### src/rtl/flash_arb_pkg.sv
// flash_arb_pkg: state encoding, requester IDs and timing default shared by flash_read_arbiter
package flash_arb_pkg;
  typedef enum logic [2:0] {IDLE, SETUP, STROBE, LATCH, RECOVER} state_t;
  typedef enum logic {REQ_AUD = 1'b0, REQ_ARM = 1'b1} req_id_t;
  localparam int WAIT_CYCLES_DEF = 3;
endpackage

### src/rtl/flash_read_arbiter_if.sv
// flash_read_arbiter_if: requester handshakes and parallel NOR flash pins of flash_read_arbiter
interface flash_read_arbiter_if #(parameter int ADDR_W = 23);
  logic AUD_REQ, AUD_ACK, ARM_REQ, ARM_ACK;
  logic [ADDR_W-1:0] AUD_ADDR, ARM_ADDR, FLASH_ADDR;
  logic [15:0] AUD_DATA, ARM_DATA, FLASH_DATA_IN;
  logic FLASH_NCE, FLASH_NOE_E, FLASH_NWE, FLASH_NBYTE, FLASH_NRESET, FLASH_NWP, BUSY;
  modport slave (
    input AUD_REQ, AUD_ADDR, ARM_REQ, ARM_ADDR, FLASH_DATA_IN,
    output AUD_ACK, AUD_DATA, ARM_ACK, ARM_DATA, FLASH_ADDR, FLASH_NCE, FLASH_NOE_E,
      FLASH_NWE, FLASH_NBYTE, FLASH_NRESET, FLASH_NWP, BUSY
  );
  modport master (
    output AUD_REQ, AUD_ADDR, ARM_REQ, ARM_ADDR, FLASH_DATA_IN,
    input AUD_ACK, AUD_DATA, ARM_ACK, ARM_DATA, FLASH_ADDR, FLASH_NCE, FLASH_NOE_E,
      FLASH_NWE, FLASH_NBYTE, FLASH_NRESET, FLASH_NWP, BUSY
  );
endinterface

### src/rtl/flash_read_arbiter.sv
// flash_read_arbiter: audio/ARM read arbiter for a word-mode NOR flash.
// Define FLASH_ARB_RR_EN for round-robin arbitration; otherwise audio has fixed priority.
module flash_read_arbiter
  import flash_arb_pkg::*;
#(
  parameter int WAIT_CYCLES = WAIT_CYCLES_DEF,
  parameter int ADDR_W = 23
) (
  input logic SYS_CLK,
  input logic SYS_RST_N,
  flash_read_arbiter_if.slave bus
);
  state_t state;
  logic [3:0] cnt;
  req_id_t gnt, win;
  logic [ADDR_W-1:0] win_addr;
`ifdef FLASH_ARB_RR_EN
  req_id_t last;
  function automatic req_id_t pick(input logic aud, input logic arm, input req_id_t prev);
    return (aud && arm) ? (prev == REQ_ARM ? REQ_AUD : REQ_ARM) : (aud ? REQ_AUD : REQ_ARM);
  endfunction
  assign win = pick(bus.AUD_REQ, bus.ARM_REQ, last);
`else
  function automatic req_id_t pick(input logic aud);
    return aud ? REQ_AUD : REQ_ARM;
  endfunction
  assign win = pick(bus.AUD_REQ);
`endif
  assign win_addr = win == REQ_AUD ? bus.AUD_ADDR : bus.ARM_ADDR;
  // BUSY also covers the IDLE cycle in which a pending request is being granted
  assign bus.BUSY = state != IDLE || (SYS_RST_N && (bus.AUD_REQ || bus.ARM_REQ));
  assign bus.FLASH_NWE = 1'b1;
  assign bus.FLASH_NBYTE = 1'b1;
  assign bus.FLASH_NWP = 1'b0;
  always_ff @(posedge SYS_CLK or negedge SYS_RST_N)
    if (!SYS_RST_N) begin
      state <= IDLE;
      cnt <= '0;
      gnt <= REQ_AUD;
      bus.FLASH_ADDR <= '0;
      bus.FLASH_NCE <= 1'b1;
      bus.FLASH_NOE_E <= 1'b1;
      bus.FLASH_NRESET <= 1'b0;
      bus.AUD_ACK <= 1'b0;
      bus.ARM_ACK <= 1'b0;
      bus.AUD_DATA <= '0;
      bus.ARM_DATA <= '0;
`ifdef FLASH_ARB_RR_EN
      last <= REQ_ARM;
`endif
    end else begin
      bus.FLASH_NRESET <= 1'b1;
      case (state)
        IDLE: if (bus.AUD_REQ || bus.ARM_REQ) begin
          gnt <= win;
          bus.FLASH_ADDR <= win_addr;
          bus.FLASH_NCE <= 1'b0;
          state <= SETUP;
`ifdef FLASH_ARB_RR_EN
          last <= win;
`endif
        end
        SETUP: begin
          bus.FLASH_NOE_E <= 1'b0;
          cnt <= 4'(WAIT_CYCLES - 1);
          state <= STROBE;
        end
        // data is captured as the strobe expires so it is valid alongside ACK
        STROBE: if (cnt == '0) begin
          state <= LATCH;
          if (gnt == REQ_AUD) begin
            bus.AUD_ACK <= 1'b1;
            bus.AUD_DATA <= bus.FLASH_DATA_IN;
          end else begin
            bus.ARM_ACK <= 1'b1;
            bus.ARM_DATA <= bus.FLASH_DATA_IN;
          end
        end else cnt <= cnt - 4'd1;
        LATCH: begin
          bus.AUD_ACK <= 1'b0;
          bus.ARM_ACK <= 1'b0;
          bus.FLASH_NCE <= 1'b1;
          bus.FLASH_NOE_E <= 1'b1;
          state <= RECOVER;
        end
        RECOVER: state <= IDLE;
        default: state <= IDLE;
      endcase
    end
endmodule

### src/flat_wrapper.sv
// flat-port wrapper written by rule: the top's interface ports become plain ports
module flash_read_arbiter_flat import flash_arb_pkg::*;
#(
  parameter int WAIT_CYCLES = WAIT_CYCLES_DEF,
  parameter int ADDR_W = 23
)
  (SYS_CLK, SYS_RST_N, bus_AUD_REQ, bus_AUD_ADDR, bus_ARM_REQ, bus_ARM_ADDR, bus_FLASH_DATA_IN, bus_AUD_ACK, bus_AUD_DATA, bus_ARM_ACK, bus_ARM_DATA, bus_FLASH_ADDR, bus_FLASH_NCE, bus_FLASH_NOE_E, bus_FLASH_NWE, bus_FLASH_NBYTE, bus_FLASH_NRESET, bus_FLASH_NWP, bus_BUSY);
  flash_read_arbiter_if #(.ADDR_W(ADDR_W)) bus_i ();
  input logic SYS_CLK;
  input logic SYS_RST_N;
  input wire logic [$bits(bus_i.AUD_REQ)-1:0] bus_AUD_REQ;
  input wire logic [$bits(bus_i.AUD_ADDR)-1:0] bus_AUD_ADDR;
  input wire logic [$bits(bus_i.ARM_REQ)-1:0] bus_ARM_REQ;
  input wire logic [$bits(bus_i.ARM_ADDR)-1:0] bus_ARM_ADDR;
  input wire logic [$bits(bus_i.FLASH_DATA_IN)-1:0] bus_FLASH_DATA_IN;
  output wire logic [$bits(bus_i.AUD_ACK)-1:0] bus_AUD_ACK;
  output wire logic [$bits(bus_i.AUD_DATA)-1:0] bus_AUD_DATA;
  output wire logic [$bits(bus_i.ARM_ACK)-1:0] bus_ARM_ACK;
  output wire logic [$bits(bus_i.ARM_DATA)-1:0] bus_ARM_DATA;
  output wire logic [$bits(bus_i.FLASH_ADDR)-1:0] bus_FLASH_ADDR;
  output wire logic [$bits(bus_i.FLASH_NCE)-1:0] bus_FLASH_NCE;
  output wire logic [$bits(bus_i.FLASH_NOE_E)-1:0] bus_FLASH_NOE_E;
  output wire logic [$bits(bus_i.FLASH_NWE)-1:0] bus_FLASH_NWE;
  output wire logic [$bits(bus_i.FLASH_NBYTE)-1:0] bus_FLASH_NBYTE;
  output wire logic [$bits(bus_i.FLASH_NRESET)-1:0] bus_FLASH_NRESET;
  output wire logic [$bits(bus_i.FLASH_NWP)-1:0] bus_FLASH_NWP;
  output wire logic [$bits(bus_i.BUSY)-1:0] bus_BUSY;
  assign bus_i.AUD_REQ = bus_AUD_REQ;
  assign bus_i.AUD_ADDR = bus_AUD_ADDR;
  assign bus_i.ARM_REQ = bus_ARM_REQ;
  assign bus_i.ARM_ADDR = bus_ARM_ADDR;
  assign bus_i.FLASH_DATA_IN = bus_FLASH_DATA_IN;
  assign bus_AUD_ACK = bus_i.AUD_ACK;
  assign bus_AUD_DATA = bus_i.AUD_DATA;
  assign bus_ARM_ACK = bus_i.ARM_ACK;
  assign bus_ARM_DATA = bus_i.ARM_DATA;
  assign bus_FLASH_ADDR = bus_i.FLASH_ADDR;
  assign bus_FLASH_NCE = bus_i.FLASH_NCE;
  assign bus_FLASH_NOE_E = bus_i.FLASH_NOE_E;
  assign bus_FLASH_NWE = bus_i.FLASH_NWE;
  assign bus_FLASH_NBYTE = bus_i.FLASH_NBYTE;
  assign bus_FLASH_NRESET = bus_i.FLASH_NRESET;
  assign bus_FLASH_NWP = bus_i.FLASH_NWP;
  assign bus_BUSY = bus_i.BUSY;
  flash_read_arbiter #(.WAIT_CYCLES(WAIT_CYCLES), .ADDR_W(ADDR_W)) u_core (.SYS_CLK(SYS_CLK), .SYS_RST_N(SYS_RST_N), .bus(bus_i));
endmodule
### config.mk
export PLATFORM = sky130hd
export DESIGN_NAME = flash_read_arbiter_flat
export DESIGN_NICKNAME = d
export VERILOG_FILES = /design/src/rtl/flash_arb_pkg.sv /design/src/rtl/flash_read_arbiter_if.sv /design/src/rtl/flash_read_arbiter.sv /design/src/flat_wrapper.sv
export SDC_FILE = /design/constraint.sdc
export NUM_CORES = 1
export LEC_CHECK = 0
export ABC_AREA = 1
export CORE_ASPECT_RATIO = 0.7
export CORE_UTILIZATION = 48
export CTS_BUF_LIST = sky130_fd_sc_hd__clkbuf_2 sky130_fd_sc_hd__clkbuf_4 sky130_fd_sc_hd__clkbuf_8
export CTS_CLUSTER_SIZE = 20
export DETAILED_ROUTE_END_ITERATION = 6
export PLACE_DENSITY_LB_ADDON = 0.15
export SYNTH_ARGS = -nofsm -noshare
export SYNTH_HDL_FRONTEND = slang
export SYNTH_SLANG_ARGS = --single-unit
### constraint.sdc
create_clock -name SYS_CLK -period 2.85 [get_ports SYS_CLK]
set_input_delay 0.855 -clock SYS_CLK [delete_from_list [all_inputs] [get_ports SYS_CLK]]
set_output_delay 0.855 -clock SYS_CLK [all_outputs]
set_load 0.02 [all_outputs]
==> metrics.md <==
| Metric | Value |
|---|---|
| Final period util | `0.955` |
| Max-slew headroom | `0.441` |
| Total power | `5.51 mW` |
| Initial Utilization | `0.509` |
| Die ar. | `between 7000 and 8000 µm²` |
| Synth unique cells | `28` |
| Final Instance Count excl. Fillers | `565` |
| R2R Path End | `u_core.bus.ARM_DATA[1]` |
| Crit-path max cell delay | `0.47 ns` |
| Yosys warning count | `0` |
| Final min period | `approximately 2.7 ns` |
| PwrDens | `approximately 1200 nW/µm²` |
| Area growth syn-to-layout | `45.6%` |
| Layout net count | `roughly 540` |
| Critical Path AT | `between 1.5 and 2 ns` |
| Number of core rows | `24` |
| Gate Count Post-Synth | `around 350` |
| Port bufs | `~130` |
| Vias in the first global route | `2,773` |
| Slew Viols, Final | `0` |
| Max_cap viols | `0` |
| Mean Syn Cell Area | `~9.4 µm²` |
| CP Cell Sequence | `clkdlybuf4s50_1 -> nor2_4 -> inv_1 -> nand2_1 -> nand2_1 -> clkbuf_2` |
| Max clock buf depth | `2` |
| Final hold vios | `0` |
| H-tree depth | `3` |
| CTS buffer count | `9` |
| Most frequent cells in the layout | `clkdlybuf4s50_1 (124), nand2_1 (96), dfrtp_1 (66)` |
| # IOs | `130` |
| CTS tree | `built` |
| Seq/Total Area, Yosys | `0.524` |
| Final Cell Area | `between 4000 and 5000 µm²` |
| Fmax | `~370 MHz` |
| CTS Hold Bufs | `0` |
| GRT Overall Usage | `0.221` |
| TritonRoute pass-1 iters | `4` |
| DP HPWL | `5.05 mm` |
| Largest net degree at the start of global routing | `69` |
| Peak supply drop | `approximately 720 µV` |
| Gr ovfl total | `0` |
| Vias | `about 2,600` |
| Initial antenna violation count | `0` |
| Worst skew pair latency | `approximately 0.34 ns` |
| Commonest non-fill, non-tap cell in the layout | `clkdlybuf4s50_1` |
| Post-layout util | `0.741` |
| Static leakage | `approximately 2.3 nW` |
| Final ANT Viol Nets | `0` |
| Routed len/inst | `roughly 13 µm` |
| CP endpoint kind | `primary output` |
| Ratio of cells with drive above 1 in the final layout | `0.190` |
| Tightest Pin Transition | `between 0.8 and 0.9 ns` |
| Placed cells | `549` |
| Synth area leaders | `dfrtp_1 (51%), nand2_1 (11%), o21ai_2 (8.6%)` |
| Die width | `roughly 100 µm` |
| Crit path launch type | `primary input` |
| Placed Area | `4490 µm²` |
| Critical Path Most Common Cell | `nand2_1` |
| Critical path class | `primary input to primary output` |
| Initial DRC Count | `99` |
| Reg2reg setup slack | `1.04 ns` |
| DRC viols | `0` |
| Bufs and invs on worst path | `3` |
| Skew final | `a little under 0.009 ns` |
| Area share of the largest cell type after synthesis | `0.507` |
| CP max-delay cell | `clkdlybuf4s50_1` |
| Synthesis-stage register bit count | `approximately 70` |
| # diodes | `0` |
| CP top delay family | `buffers and inverters` |
| Drt via density | `around 4.6` |
| First-pass GRT wire length | `~12 mm` |
| Postcts setup bufs | `0` |
| Root Driver | `clkbuf_8` |
| Hold path start | `u_core.bus.FLASH_NCE` |
| Critical path peak fanout | `2` |
| Clock slew at reported path FFs | `0.08 ns` |
| Place WS | `-0.327 ns` |
| Clock sinks | `slightly below 70` |
| Most area-hungry cell type in the Yosys netlist | `dfrtp_1` |
| Worst Hold Path EP | `u_core.bus.FLASH_NCE` |
| Post-Syn Area | `~3300 µm²` |
| CP required | `approximately 2.0 ns` |
| Final number of setup-violating endpoints | `0` |
| Hold path cells | `2` |
| Worst Hold Class | `flip-flop to flip-flop` |
| RSZ-0062 raised after global routing | `no` |
| Core area | `roughly 6400 µm²` |
| Placer Congestion | `slightly above 0.8` |
| Die H | `around 70 µm` |
| Outcome | `finished clean` |
| Final worst setup slack | `roughly 0.13 ns` |
| Reg2reg path depth | `7` |
| Routed WL | `7.23 mm` |
| Beginning of the worst register-to-register path | `u_core.cnt[0]` |
worst reg2reg max path, stage by stage, from the launching register on:
cell and delay, ns:
dfrtp_1 0.40, inv_1 0.13, ha_1 0.17, nand3_1 0.16, inv_1 0.13, nand3_4 0.39
nand2_1 0.23, o21ai_2 0.07
cell families after synthesis:
family,synth area share
simple gates,0.194
buf+inv,0.115
flops,0.524
compound gates,0.155
fa+ha+maj,0.00769
other cells,0.00231
xor+xnor,0.00269
what timing repair did:
item | CTS | global route
gates resized for setup | 3 | 1
endpoints found under the setup margin | 1 | 1
pin swaps | 1 | 1
area by class of cell:
type / count / area, µm²
Clock buffer: 10 / 138
Clock inverter: 6 / 111
Fill cell: 497 / 1660
Inverter: 54 / 206
Multi-Input combinational cell: 207 / 1190
Sequential cell: 68 / 1700
Tap cell: 91 / 114
Timing Repair Buffer: 129 / 1270
through the flow:
stage	hold slack, ns	setup TNS (ns)
after floorplan	0.458	0
after global placement	0.453	-0.307
after detailed placement	0.454	-0.327
after CTS	0.467	0
after global routing	0.485	0
final	0.463	0
how the worst max path moves through the flow:
stage,from,cells past startpoint,to
6_report,bus_AUD_REQ,6,bus_BUSY
2_1_floorplan,bus_AUD_REQ,4,bus_BUSY
5_1_grt,bus_AUD_REQ,6,bus_BUSY
3_3_place_gp,bus_AUD_REQ,6,bus_BUSY
3_5_place_dp,bus_AUD_REQ,6,bus_BUSY
4_1_cts,bus_AUD_REQ,6,bus_BUSY
metal layers:
metal  track usage  routed length, µm  vias to the layer above
met2         0.388               3650                       70
met3        0.0800                444                       11
met5             0                  0                        -
met4        0.0902                100                        0
met1         0.245               3040                     1226
li1              -                  -                     1308
state kept, by name, indices dropped and copies added (netlist names):
register	cells
u_core.state	3
u_core.bus.FLASH_NRESET	1
u_core.bus.ARM_DATA	16
u_core.bus.AUD_DATA	16
u_core.bus.AUD_ACK	1
u_core.bus.FLASH_NOE_E	1
u_core.bus.FLASH_ADDR	23
u_core.bus.FLASH_NCE	1
u_core.gnt	1
u_core.bus.ARM_ACK	1
u_core.cnt	4
where the power goes:
group          internal (mW)  switching (mW)
sequential              1.46           0.308
combinational           1.25            1.52
clock                  0.605           0.377
total                   3.31            2.20
cell usage after synthesis (all sizes together):
| cell type | n |
|---|---|
| nand3 | 6 |
| o211a | 1 |
| o21ai | 37 |
| conb | 2 |
| clkinv | 1 |
| nand2 | 122 |
| ha | 2 |
| a21oi | 1 |
| clkbuf | 1 |
| buf | 17 |
| inv | 53 |
| o211ai | 23 |
| dfstp | 2 |
| dfrtp | 66 |
| xnor2 | 1 |
| nor2 | 10 |
Power figures use the tool's default switching activity.
